File: src/rtl/overlay_mixer.sv
// overlay_mixer: keyed text overlay with frame-stepped fade in/hold/fade out and 1-cycle registered output
module overlay_mixer #(
    parameter int STEP_FRAMES = 8,
    parameter int HOLD_FRAMES = 120,
    parameter int GAP_FRAMES  = 60
) (
    input  logic       clk,
    input  logic       rst,
    input  logic [5:0] bg_rgb,
    input  logic [5:0] ovl_rgb,
    input  logic       active_in,
    input  logic       hsync_in,
    input  logic       vsync_in,
    input  logic       frame_start,
    input  logic       enable,
    output logic [5:0] rgb_out,
    output logic       hsync_out,
    output logic       vsync_out,
    output logic [2:0] ovl_level,
    output logic       busy
);
    localparam logic [2:0] IDLE     = 3'd0;
    localparam logic [2:0] FADE_IN  = 3'd1;
    localparam logic [2:0] HOLD     = 3'd2;
    localparam logic [2:0] FADE_OUT = 3'd3;
    localparam logic [2:0] GAP      = 3'd4;
    localparam logic [5:0] KEY      = 6'b100001;

    logic [2:0] state, state_nx, level_nx;
    logic [7:0] cnt, cnt_nx;
    logic [5:0] mix;
    logic       step_hit, hold_hit, gap_hit;

    function automatic logic [1:0] blend(input logic [1:0] o, input logic [1:0] b, input logic [2:0] l);
        logic [3:0] s;
        s = 4'(o) * 4'(l) + 4'(b) * 4'(3'd4 - l);
        return s[3:2];
    endfunction

    assign step_hit = cnt == 8'(STEP_FRAMES - 1);
    assign hold_hit = cnt == 8'(HOLD_FRAMES - 1);
    assign gap_hit  = cnt == 8'(GAP_FRAMES - 1);
    assign busy     = state != IDLE;

    always_comb begin
        mix = !active_in ? 6'd0 :
              ovl_rgb == KEY ? bg_rgb :
              {blend(ovl_rgb[5:4], bg_rgb[5:4], ovl_level),
               blend(ovl_rgb[3:2], bg_rgb[3:2], ovl_level),
               blend(ovl_rgb[1:0], bg_rgb[1:0], ovl_level)};
    end

    // Everything in the sequencer moves only on frame_start, so a frame never sees two levels.
    always_comb begin
        state_nx = state;
        cnt_nx   = cnt;
        level_nx = ovl_level;
        if (frame_start) begin
            cnt_nx = cnt + 8'd1;
            case (state)
                IDLE: begin
                    cnt_nx   = 8'd0;
                    state_nx = enable ? FADE_IN : IDLE;
                end
                FADE_IN: begin
                    if (!enable) begin
                        state_nx = FADE_OUT;
                        cnt_nx   = 8'd0;
                    end else if (step_hit) begin
                        cnt_nx   = 8'd0;
                        level_nx = ovl_level + 3'd1;
                        state_nx = ovl_level == 3'd3 ? HOLD : FADE_IN;
                    end
                end
                HOLD: begin
                    if (!enable || hold_hit) begin
                        state_nx = FADE_OUT;
                        cnt_nx   = 8'd0;
                    end
                end
                FADE_OUT: begin
                    if (step_hit) begin
                        cnt_nx   = 8'd0;
                        level_nx = ovl_level == 3'd0 ? 3'd0 : ovl_level - 3'd1;
                        state_nx = ovl_level <= 3'd1 ? GAP : FADE_OUT;
                    end
                end
                GAP: begin
                    if (gap_hit) begin
                        state_nx = IDLE;
                        cnt_nx   = 8'd0;
                    end
                end
                default: begin
                    state_nx = IDLE;
                    cnt_nx   = 8'd0;
                    level_nx = 3'd0;
                end
            endcase
        end
    end

    always_ff @(posedge clk) begin
        if (rst) begin
            state     <= IDLE;
            cnt       <= 8'd0;
            ovl_level <= 3'd0;
            rgb_out   <= 6'd0;
            hsync_out <= 1'b1;
            vsync_out <= 1'b1;
        end else begin
            state     <= state_nx;
            cnt       <= cnt_nx;
            ovl_level <= level_nx;
            rgb_out   <= mix;
            hsync_out <= hsync_in;
            vsync_out <= vsync_in;
        end
    end
endmodule
File: config.mk
export PLATFORM = sky130hd
export DESIGN_NAME = overlay_mixer
export DESIGN_NICKNAME = d
export VERILOG_FILES = /design/src/rtl/overlay_mixer.sv
export SDC_FILE = /design/constraint.sdc
export NUM_CORES = 1
export LEC_CHECK = 0
export ABC_AREA = 1
export BUFFER_PORTS_ARGS = -buffer_cell sky130_fd_sc_hd__buf_2
export CORE_ASPECT_RATIO = 0.6
export CORE_MARGIN = 3
export CORE_UTILIZATION = 57
export CTS_CLUSTER_DIAMETER = 30
export DETAILED_ROUTE_END_ITERATION = 10
export PLACE_DENSITY = 0.79
export SYNTH_ARGS = -nofsm -noshare
export SYNTH_HDL_FRONTEND = slang
export SYNTH_SLANG_ARGS = --single-unit
File: constraint.sdc
create_clock -name clk -period 4.45 [get_ports clk]
set_input_delay 0.2225 -clock clk [delete_from_list [all_inputs] [get_ports clk]]
set_output_delay 0.2225 -clock clk [all_outputs]
set_load 0.01 [all_outputs]
==> results of run 1 <==
state kept, by name, summed over array words and instances, names as in the netlist:
register   count
hsync_out      1
cnt            8
vsync_out      1
ovl_level      3
rgb_out        6
state          3
metrics by stage:
step / total power (W) / hold slack, ns
after detailed placement: 0.000649 / 0.410
final: 0.000767 / 0.141
after global routing: 0.000849 / 0.138
after global placement: 0.000638 / 0.409
after floorplan: 0.000550 / 0.326
after CTS: 0.000772 / 0.137
layout by cell type, fill, tap and decap left out, types with 3 or more instances in the layout:
master / Yosys / final
nand2_1: 98 / 98
inv_1: 58 / 58
nor2_1: 34 / 34
buf_2: 3 / 30
dfxtp_1: 22 / 22
a21oi_1: 18 / 18
fa_1: 12 / 12
nand3_1: 11 / 11
o21ai_0: 11 / 11
ha_1: 9 / 9
xor2_1: 7 / 7
nor2_2: 5 / 5
inv_2: 5 / 5
nand2_2: 5 / 5
xnor2_1: 5 / 5
nand4_1: 4 / 4
a21oi_2: 4 / 4
nand2_4: 3 / 3
nor3_1: 3 / 3
nor2_4: 3 / 3
nor3_2: 3 / 3
nand3_2: 3 / 3
clkbuf_8: 0 / 3
metal layers:
| metal | wire length [um] | vias to the layer above | global-route usage, % |
|---|---|---|---|
| met2 | 2030 | 71 | 34.1 |
| met5 | 0 | - | 0 |
| li1 | - | 1097 | - |
| met4 | 14 | 0 | 4.92 |
| met1 | 2450 | 948 | 34.0 |
| met3 | 473 | 3 | 4.36 |
logic make-up after synthesis:
| logic type | share of synthesized area, % |
|---|---|
| simple gates | 37.3 |
| compound gates | 10.1 |
| fa+ha+maj | 15.8 |
| xor+xnor | 4.70 |
| flops | 19.7 |
| buf+inv | 12.3 |
final timing paths:
| kind | startpoint | to | slack, ns | cells past startpoint |
|---|---|---|---|---|
| worst min register to register | cnt[1]$_SDFFE_PP0P_ | cnt[1]$_SDFFE_PP0P_ | 0.49 | 2 |
| worst min-delay path | hsync_in | hsync_out$_SDFF_PP1_ | 0.14 | 2 |
| worst max register to register | ovl_level[0]$_SDFFE_PP0P_ | rgb_out[3]$_SDFF_PP0_ | 0.46 | 19 |
| worst max-delay path | ovl_level[0]$_SDFFE_PP0P_ | rgb_out[3]$_SDFF_PP0_ | 0.46 | 19 |
report_power, final:
part,total (W),switching (W),internal (W)
logic,0.000404,0.000255,0.000149
registers,0.000242,0.0000232,0.000218
clock network,0.000121,0.0000609,0.0000605
worst max-delay path: stages (launching register included):
cell	delay, ns
dfxtp_1	0.65
inv_1	0.10
ha_1	0.23
ha_1	0.31
inv_1	0.19
nand2_1	0.10
fa_1	0.51
inv_1	0.05
fa_1	0.53
inv_1	0.05
fa_1	0.41
inv_1	0.07
xor2_1	0.26
inv_1	0.07
nand2_1	0.06
nand2_1	0.05
nand2_1	0.06
nand3_1	0.07
nand2_1	0.07
inv_1	0.03
cell type report:
| cell class | count | share of cell area, % |
|---|---|---|
| well taps | 45 | 2.28 |
| clock buffers | 3 | 1.67 |
| flip-flops and latches | 22 | 17.8 |
| repair buffers | 32 | 6.69 |
| multi-input cells | 249 | 61.6 |
| inverters | 65 | 9.94 |
==> metrics.md, run 1 <==
| Metric | Value |
|---|---|
| Root Driver | clkbuf_8 |
| Wire per inst | 12.0 um |
| Clock skew | 0.00700 ns |
| Core area | 0.00350 mm2 |
| CP Max Fanout | 15 |
| DRC errors left | 0 |
| Vias per inst | 5.09 |
| Worst setup path class | reg2reg |
| Multi-input combinational cell area | 0.00152 mm2 |
| Avg Inst Size Synth | 6.53 um2 |
| Pre-Repair DR Iteration Count | 4 |
| Area growth syn-to-layout | 10.4% |
| Num CTS Buffers | 3 |
| Placed Cells incl. Taps | 413 |
| DP HPWL | 4030 um |
| Row count | 16 |
| Setup WS pre-CTS | 0.502 ns |
| Vias after detailed routing | 2,119 |
| Die ar. | 0.00473 mm2 |
| Setup WS post-layout | 0.463 ns |
| Register area | 440 um2 |
| Post-Layout Cell Count | 416 |
| Pleak | 1.29 nW |
| PostCTS Resize Cnt | 0 |
| Num ports | 31 |
| Critical Path RT | 4.61 ns |
| Post-synth top area share | 19.7% |
| Largest net degree at the start of global routing | 16 |
| Final hold viol count | 0 |
| Final Setup Violations | 0 |
| Final setup TNS | 0 ns |
| Pins Over Slew Limit | 0 |
| Wirelength, routed | 4970 um |
| Total gr overflow | 0 |
| Synth Register Bits | 22 |
| Pwr/cell area | 311 mW/mm2 |
| Die H | 54.5 um |
| Final Instance Area | 0.00247 mm2 |
| Fraction of layout cells with a size suffix above 1 | 19.4% |
| Slew @ Worst Pin | 0.524 ns |
| Initial core utilization | 63.8% |
| CTS Sinks | 22 |
| Max Cap Viol | 0 |
| Time the worst path needs with I/O delays and setup | 3.99 ns |
| HP Class | in2reg |
| Peak supply drop | 0.239 mV |
| Setup Fix Bufs, Post-CTS | 0 |
| YS warnings | 0 |
| CTS tree | built |
| Fillers | 313 |
| Hold Buf Count CTS | 0 |
| Worst-Skew Late Latency | 0.26 ns |
| Mapped cell area | 0.00223 mm2 |
| Synth top cells by count | nand2_1 (98), inv_1 (58), nor2_1 (34) |
| EDFF count, synth | 0 |
| CP startpoint kind | register |
| Routability-driven placement congestion ratio | 0.829 |
| Layout Nets | 413 |
| Netlist cell types | 35 |
| Placed inst area | 0.00243 mm2 |
| Outcome | completed |
| Initial DRC Count | 119 |
| Routed Antenna Nets | 0 |
| Sequential share of the synthesized area | 19.7% |
| Cells after Synth | 342 |
| Clock slew at reported path FFs | 0.08 ns |
| Async SR Flop Fraction | 0% |
| Global Route Usage Sum | 22.9% |
| Synthesized net count | 382 |
| Number of I/O port buffers | 30 |
| CP arrival | 4.15 ns |
| Vias in the first global route | 1,849 |
| ANT cells | 0 |
| Max frequency | 251 MHz |
| Die Width | 86.8 um |
| First-pass GRT wire length | 8420 um |
| Top-count cell post-synth | nand2_1 |
| Dominant cells by area after synthesis | dfxtp_1 (20%), nand2_1 (16%), fa_1 (11%) |
| Tcrit/Tclk final | 89.6% |
| Post-synth top area cell | dfxtp_1 |
| Fin util | 70.4% |
| Setup crit end kind | register |
| Post-synth top flop | dfxtp_1 |
| Initial antenna violation count | 0 |
| Worst relative slew slack | 65.0% |
| Buffer levels on the longest clock path | 2 |
| Setup repair after global routing missed its margin | no |
| H-tree depth | 1 |
No activity file was read; power rests on OpenSTA's default activity.
==> inputs of run 2 (changes only) <==
clock period = 4.3 ns   (was 4.45 ns; I/O delays follow)
==> run 2 against run 1 <==
Against the previous run: global-route usage rose by 0.58 points; critical path depth did not move; sequential share of layout area fell by 0.054 points; die area did not move; flip-flop and latch count did not move; utilization rose by 0.21 points; worst hold slack got worse by 0.0027 ns; final cell count rose by 0.24%; total power rose by 5.0%; combinational power rose by 7.2%; clock-buffer cell count did not move; critical endpoint unchanged.
==> metrics.md, run 2 (same netlist as run 1, synthesis figures left out) <==
| Metric | Value |
|---|---|
| Clock slew at reported path FFs | 0.08 ns |
| Hold EP | vsync_out$_SDFF_PP1_ |
| Placed inst area | 0.00243 mm2 |
| Setup WS pre-CTS | 0.786 ns |
| Setup WS post-layout | 0.753 ns |
| CP Max Fanout | 6 |
| PostCTS Resize Cnt | 0 |
| Multi-input combinational cell area | 0.00152 mm2 |
| Hold_sp | vsync_in |
| Final Setup Violations | 0 |
| Layout Nets | 414 |
| HP Class | in2reg |
| Num ports | 31 |
| Hold Buf Count CTS | 0 |
| Peak supply drop | 0.211 mV |
| Vias in the first global route | 1,851 |
| Final setup TNS | 0 ns |
| Root Driver | clkbuf_8 |
| Setup repair after global routing missed its margin | no |
| Tcrit/Tclk final | 82.5% |
| H-tree depth | 1 |
| Buffer levels on the longest clock path | 2 |
| Number of I/O port buffers | 30 |
| Setup Fix Bufs, Post-CTS | 0 |
| Total gr overflow | 0 |
| Initial antenna violation count | 0 |
| Placed Cells incl. Taps | 414 |
| RR Startpoint | ovl_level[0]$_SDFFE_PP0P_ |
| Vias per inst | 5.12 |
| Pre-Repair DR Iteration Count | 4 |
| CTS tree | built |
| DRC errors left | 0 |
| DP HPWL | 4080 um |
| R2R depth | 19 |
| Worst flop-to-flop path endpoint | rgb_out[3]$_SDFF_PP0_ |
| Slew @ Worst Pin | 0.368 ns |
| Max frequency | 282 MHz |
| Die Width | 86.8 um |
| Final Instance Area | 0.00247 mm2 |
| Worst setup path class | reg2reg |
| Initial core utilization | 63.8% |
| Fillers | 317 |
| Setup slack, reg-to-reg | 0.75 ns |
| Largest regs | cnt x8, rgb_out x6 |
| Area growth syn-to-layout | 10.8% |
| Initial DRC Count | 126 |
| CP arrival | 3.72 ns |
| CP startpoint kind | register |
| Critical Path RT | 4.47 ns |
| Commonest non-fill, non-tap cell in the layout | nand2_1 |
| Register area | 440 um2 |
| CTS Sinks | 22 |
| Fin util | 70.6% |
| Max Cap Viol | 0 |
| Worst-Skew Late Latency | 0.26 ns |
| Wire per inst | 12.3 um |
| Post-Layout Cell Count | 417 |
| Pwr/cell area | 325 mW/mm2 |
| Die ar. | 0.00473 mm2 |
| Outcome | completed |
| First-pass GRT wire length | 8530 um |
| Wirelength, routed | 5120 um |
| ANT cells | 0 |
| Biggest register | cnt |
| Max reg flops | 8 |
| Time the worst path needs with I/O delays and setup | 3.55 ns |
| Pins Over Slew Limit | 0 |
| Hold Path Stages | 2 |
| Pleak | 1.30 nW |
| Num CTS Buffers | 3 |
| Routability-driven placement congestion ratio | 0.889 |
| Row count | 16 |
| Setup crit end kind | register |
| Final hold viol count | 0 |
| Fraction of layout cells with a size suffix above 1 | 19.6% |
| Largest net degree at the start of global routing | 15 |
| Core area | 0.00350 mm2 |
| Clock skew | 0.00768 ns |
| Vias after detailed routing | 2,136 |
| Die H | 54.5 um |
| Most frequent cells in the layout | nand2_1 (98), inv_1 (58), nor2_1 (34), buf_2 (30), dfxtp_1 (22) |
| Global Route Usage Sum | 23.4% |
| Routed Antenna Nets | 0 |
| Worst relative slew slack | 75.2% |
-- run 2: cell types whose count changed in the layout (fill, tap and decap cells not counted) --
cell | previous run | this run
buf_4 | 2 | 3
-- run 2: worst max-delay path: stages (launching register included) --
cell and delay [ns]:
dfxtp_1 0.33, inv_1 0.04, ha_1 0.20, ha_1 0.30
inv_1 0.18, nand2_1 0.10, fa_1 0.51, inv_1 0.06
fa_1 0.54, inv_1 0.06, fa_1 0.40, inv_1 0.07
xor2_1 0.25, inv_1 0.07, nand2_1 0.06, nand2_1 0.05
nand2_1 0.06, nand3_1 0.07, nand2_1 0.07, inv_1 0.03
-- run 2: where the power goes --
group / switching (W) / internal, W
registers: 0.0000167 / 0.000226
clock network: 0.0000673 / 0.0000626
logic: 0.000275 / 0.000158
total: 0.000359 / 0.000446
-- run 2: layout make-up --
class	instances	area share, %
clock buffer	3	1.67
inverter	65	9.91
multi-input combinational	249	61.4
sequential	22	17.8
tap	45	2.28
timing repair buffer	33	6.98
-- run 2: worst max-delay path by stage --
stage,to,start,slack [ns],cells after the start
final,rgb_out[3]$_SDFF_PP0_,ovl_level[0]$_SDFFE_PP0P_,0.75,19
after global routing,rgb_out[3]$_SDFF_PP0_,ovl_level[0]$_SDFFE_PP0P_,0.49,19
after CTS,rgb_out[3]$_SDFF_PP0_,ovl_level[0]$_SDFFE_PP0P_,0.75,19
after detailed placement,rgb_out[3]$_SDFF_PP0_,ovl_level[0]$_SDFFE_PP0P_,0.79,19
after global placement,rgb_out[3]$_SDFF_PP0_,ovl_level[0]$_SDFFE_PP0P_,0.87,19
after floorplan,rgb_out[3]$_SDFF_PP0_,ovl_level[0]$_SDFFE_PP0P_,0.56,20
-- run 2: routing by layer --
layer | GRT usage [%] | part of all wire [%] | vias up | routed length [um]
li1 | - | - | 1102 | -
met4 | 4.66 | 0.33 | 0 | 17
met2 | 34.6 | 41 | 86 | 2080
met1 | 35.0 | 50 | 944 | 2590
met3 | 4.96 | 8.5 | 4 | 436
met5 | 0 | 0 | - | 0
-- run 2: through the flow --
stage | total power [W] | hold WS [ns]
2_1_floorplan | 0.000569 | 0.319
3_3_place_gp | 0.000664 | 0.398
3_5_place_dp | 0.000676 | 0.406
4_1_cts | 0.000807 | 0.139
5_1_grt | 0.000884 | 0.127
6_report | 0.000805 | 0.138
==> inputs of run 3 (changes only) <==
clock period = 3.5 ns   (was 4.3 ns; I/O delays follow)
==> run 3 against run 2 <==
Against the previous run: final cell count is 0.48% higher; total power rose by 39%; maximum frequency is 7.8% higher; clock skew is 0.0040 ns lower; non-clock buffer count increased by 1; global-route usage rose by 2.1 points; worst hold slack got worse by 0.063 ns; clock power up 98%; die area is the same; first-iteration DRC count up 84%; worst setup slack worse by 0.54 ns; critical path depth shrank 2; largest power group unchanged; highest routed layer unchanged.
==> metrics.md, run 3 (same netlist as run 1, synthesis figures left out) <==
| Metric | Value |
|---|---|
| Final hold viol count | 0 |
| Most frequent cells in the layout | nand2_1 (98), inv_1 (56), nor2_1 (34), buf_2 (30), dfxtp_1 (21) |
| Max frequency | 304 MHz |
| Largest net degree at the start of global routing | 15 |
| CTS tree | built |
| Time the worst path needs with I/O delays and setup | 3.29 ns |
| CTS Sinks | 22 |
| Area growth syn-to-layout | 13.8% |
| Worst relative slew slack | 73.2% |
| Most crowded layer after global routing | met1 |
| CP Max Fanout | 7 |
| Largest regs | cnt x8, rgb_out x6 |
| H-tree depth | 1 |
| M1 GR Usage | 39.8% |
| DP HPWL | 4410 um |
| CP arrival | 3.48 ns |
| Worst-Skew Late Latency | 0.28 ns |
| Die Width | 86.8 um |
| Setup repair after global routing missed its margin | no |
| Setup WS post-layout | 0.209 ns |
| Max reg flops | 8 |
| Tcrit/Tclk final | 94.0% |
| Biggest register | cnt |
| Number of I/O port buffers | 30 |
| Routability-driven placement congestion ratio | 0.898 |
| Hold Buf Count CTS | 0 |
| Total gr overflow | 0 |
| Fraction of layout cells with a size suffix above 1 | 22.2% |
| CP startpoint kind | register |
| Num CTS Buffers | 3 |
| Placed inst area | 0.00244 mm2 |
| Vias after detailed routing | 2,186 |
| Root Driver | clkbuf_8 |
| Fin util | 72.6% |
| ANT cells | 0 |
| Wirelength, routed | 5610 um |
| Initial antenna violation count | 0 |
| Initial core utilization | 63.8% |
| First-pass GRT wire length | 9160 um |
| Met3 Usage GRT | 5.41% |
| Clock skew | 0.00371 ns |
| Wire per inst | 13.4 um |
| Final Instance Area | 0.00254 mm2 |
| Vias per inst | 5.22 |
| Clock slew at reported path FFs | 0.10 ns |
| Row count | 16 |
| DRC errors left | 0 |
| Core area | 0.00350 mm2 |
| Critical Path RT | 3.69 ns |
| Worst setup path class | reg2reg |
| Num ports | 31 |
| Routed Antenna Nets | 0 |
| Max Cap Viol | 0 |
| Pre-Repair DR Iteration Count | 5 |
| Die H | 54.5 um |
| Buffer levels on the longest clock path | 2 |
| Vias in the first global route | 1,903 |
| Commonest non-fill, non-tap cell in the layout | nand2_1 |
| Peak supply drop | 0.365 mV |
| Initial DRC Count | 232 |
| Final Setup Violations | 0 |
| Global Route Usage Sum | 25.5% |
| Die ar. | 0.00473 mm2 |
| Slew @ Worst Pin | 0.402 ns |
| HP Class | in2reg |
| Pins Over Slew Limit | 0 |
| Outcome | completed |
| Layout Nets | 415 |
| Pleak | 1.32 nW |
| GR Util met2 | 36.0% |
| Setup crit end kind | register |
| Pwr/cell area | 442 mW/mm2 |
| Setup WS pre-CTS | -0.0417 ns |
==> run 3: cell count changes in the layout (fill, tap and decap cells not counted), sizes merged <==
cell and change:
bufinv +1, buf +1
==> run 3: through the flow <==
step / total power [W] / TNS (ns) / hold slack [ns] / cells
3_5_place_dp: 0.000840 / -0.0417 / 0.360 / 414
6_report: 0.00112 / 0 / 0.0745 / 419
2_1_floorplan: 0.000707 / 0 / 0.279 / 342
3_3_place_gp: 0.000818 / 0 / 0.359 / 414
5_1_grt: 0.00121 / 0 / 0.0793 / 419
4_1_cts: 0.00110 / 0 / 0.0749 / 419
==> run 3: area by class of cell <==
type / instances / area [um2]
flip-flops and latches: 22 / 442
multi-input cells: 249 / 1550
fillers: 299 / 961
inverters: 65 / 245
repair buffers: 34 / 180
well taps: 45 / 56.3
clock buffers: 3 / 41.3
clock inverters: 1 / 30.0
==> run 3: final timing paths <==
| path | start | endpoint | slack [ns] | depth (start not counted) |
|---|---|---|---|---|
| hold / removal | hsync_in | hsync_out$_SDFF_PP1_ | 0.07 | 2 |
| setup reg to reg | ovl_level[1]$_SDFFE_PP0P_ | rgb_out[3]$_SDFF_PP0_ | 0.21 | 17 |
| hold reg to reg | cnt[1]$_SDFFE_PP0P_ | cnt[1]$_SDFFE_PP0P_ | 0.50 | 2 |
| setup / recovery | ovl_level[1]$_SDFFE_PP0P_ | rgb_out[3]$_SDFF_PP0_ | 0.21 | 17 |
==> run 3: worst max-delay path: stages, from the launching register on <==
cell and delay [ns]:
dfxtp_1 0.34, inv_1 0.05, ha_2 0.42, nand2_1 0.12, fa_1 0.55, inv_1 0.06, fa_1 0.50, inv_1 0.06
fa_1 0.43, inv_2 0.08, xor2_2 0.17, inv_1 0.06, nand2_1 0.05, nand2_1 0.05, nand2_1 0.08, nand3_1 0.08
nand2_1 0.07, inv_1 0.03
==> run 3: what timing repair did <==
item                       CTS  global route
resized for setup            0             5
buffers inserted             1             0
setup endpoints to repair    1             3
pin swaps                    1             2
cloned                       0             0
==> run 3: power breakdown <==
part / leakage, nW / internal [W] / total [W] / switching (W)
logic: 1.10 / 0.000211 / 0.000566 / 0.000355
clock network: 0.0357 / 0.000153 / 0.000257 / 0.000104
registers: 0.180 / 0.000278 / 0.000300 / 0.0000215
==> run 3: per-layer routing <==
metal | wire, um | part of all wire [%]
met2 | 2180 | 39
met4 | 51 | 0.91
met5 | 0 | 0
met3 | 522 | 9.3
met1 | 2860 | 51
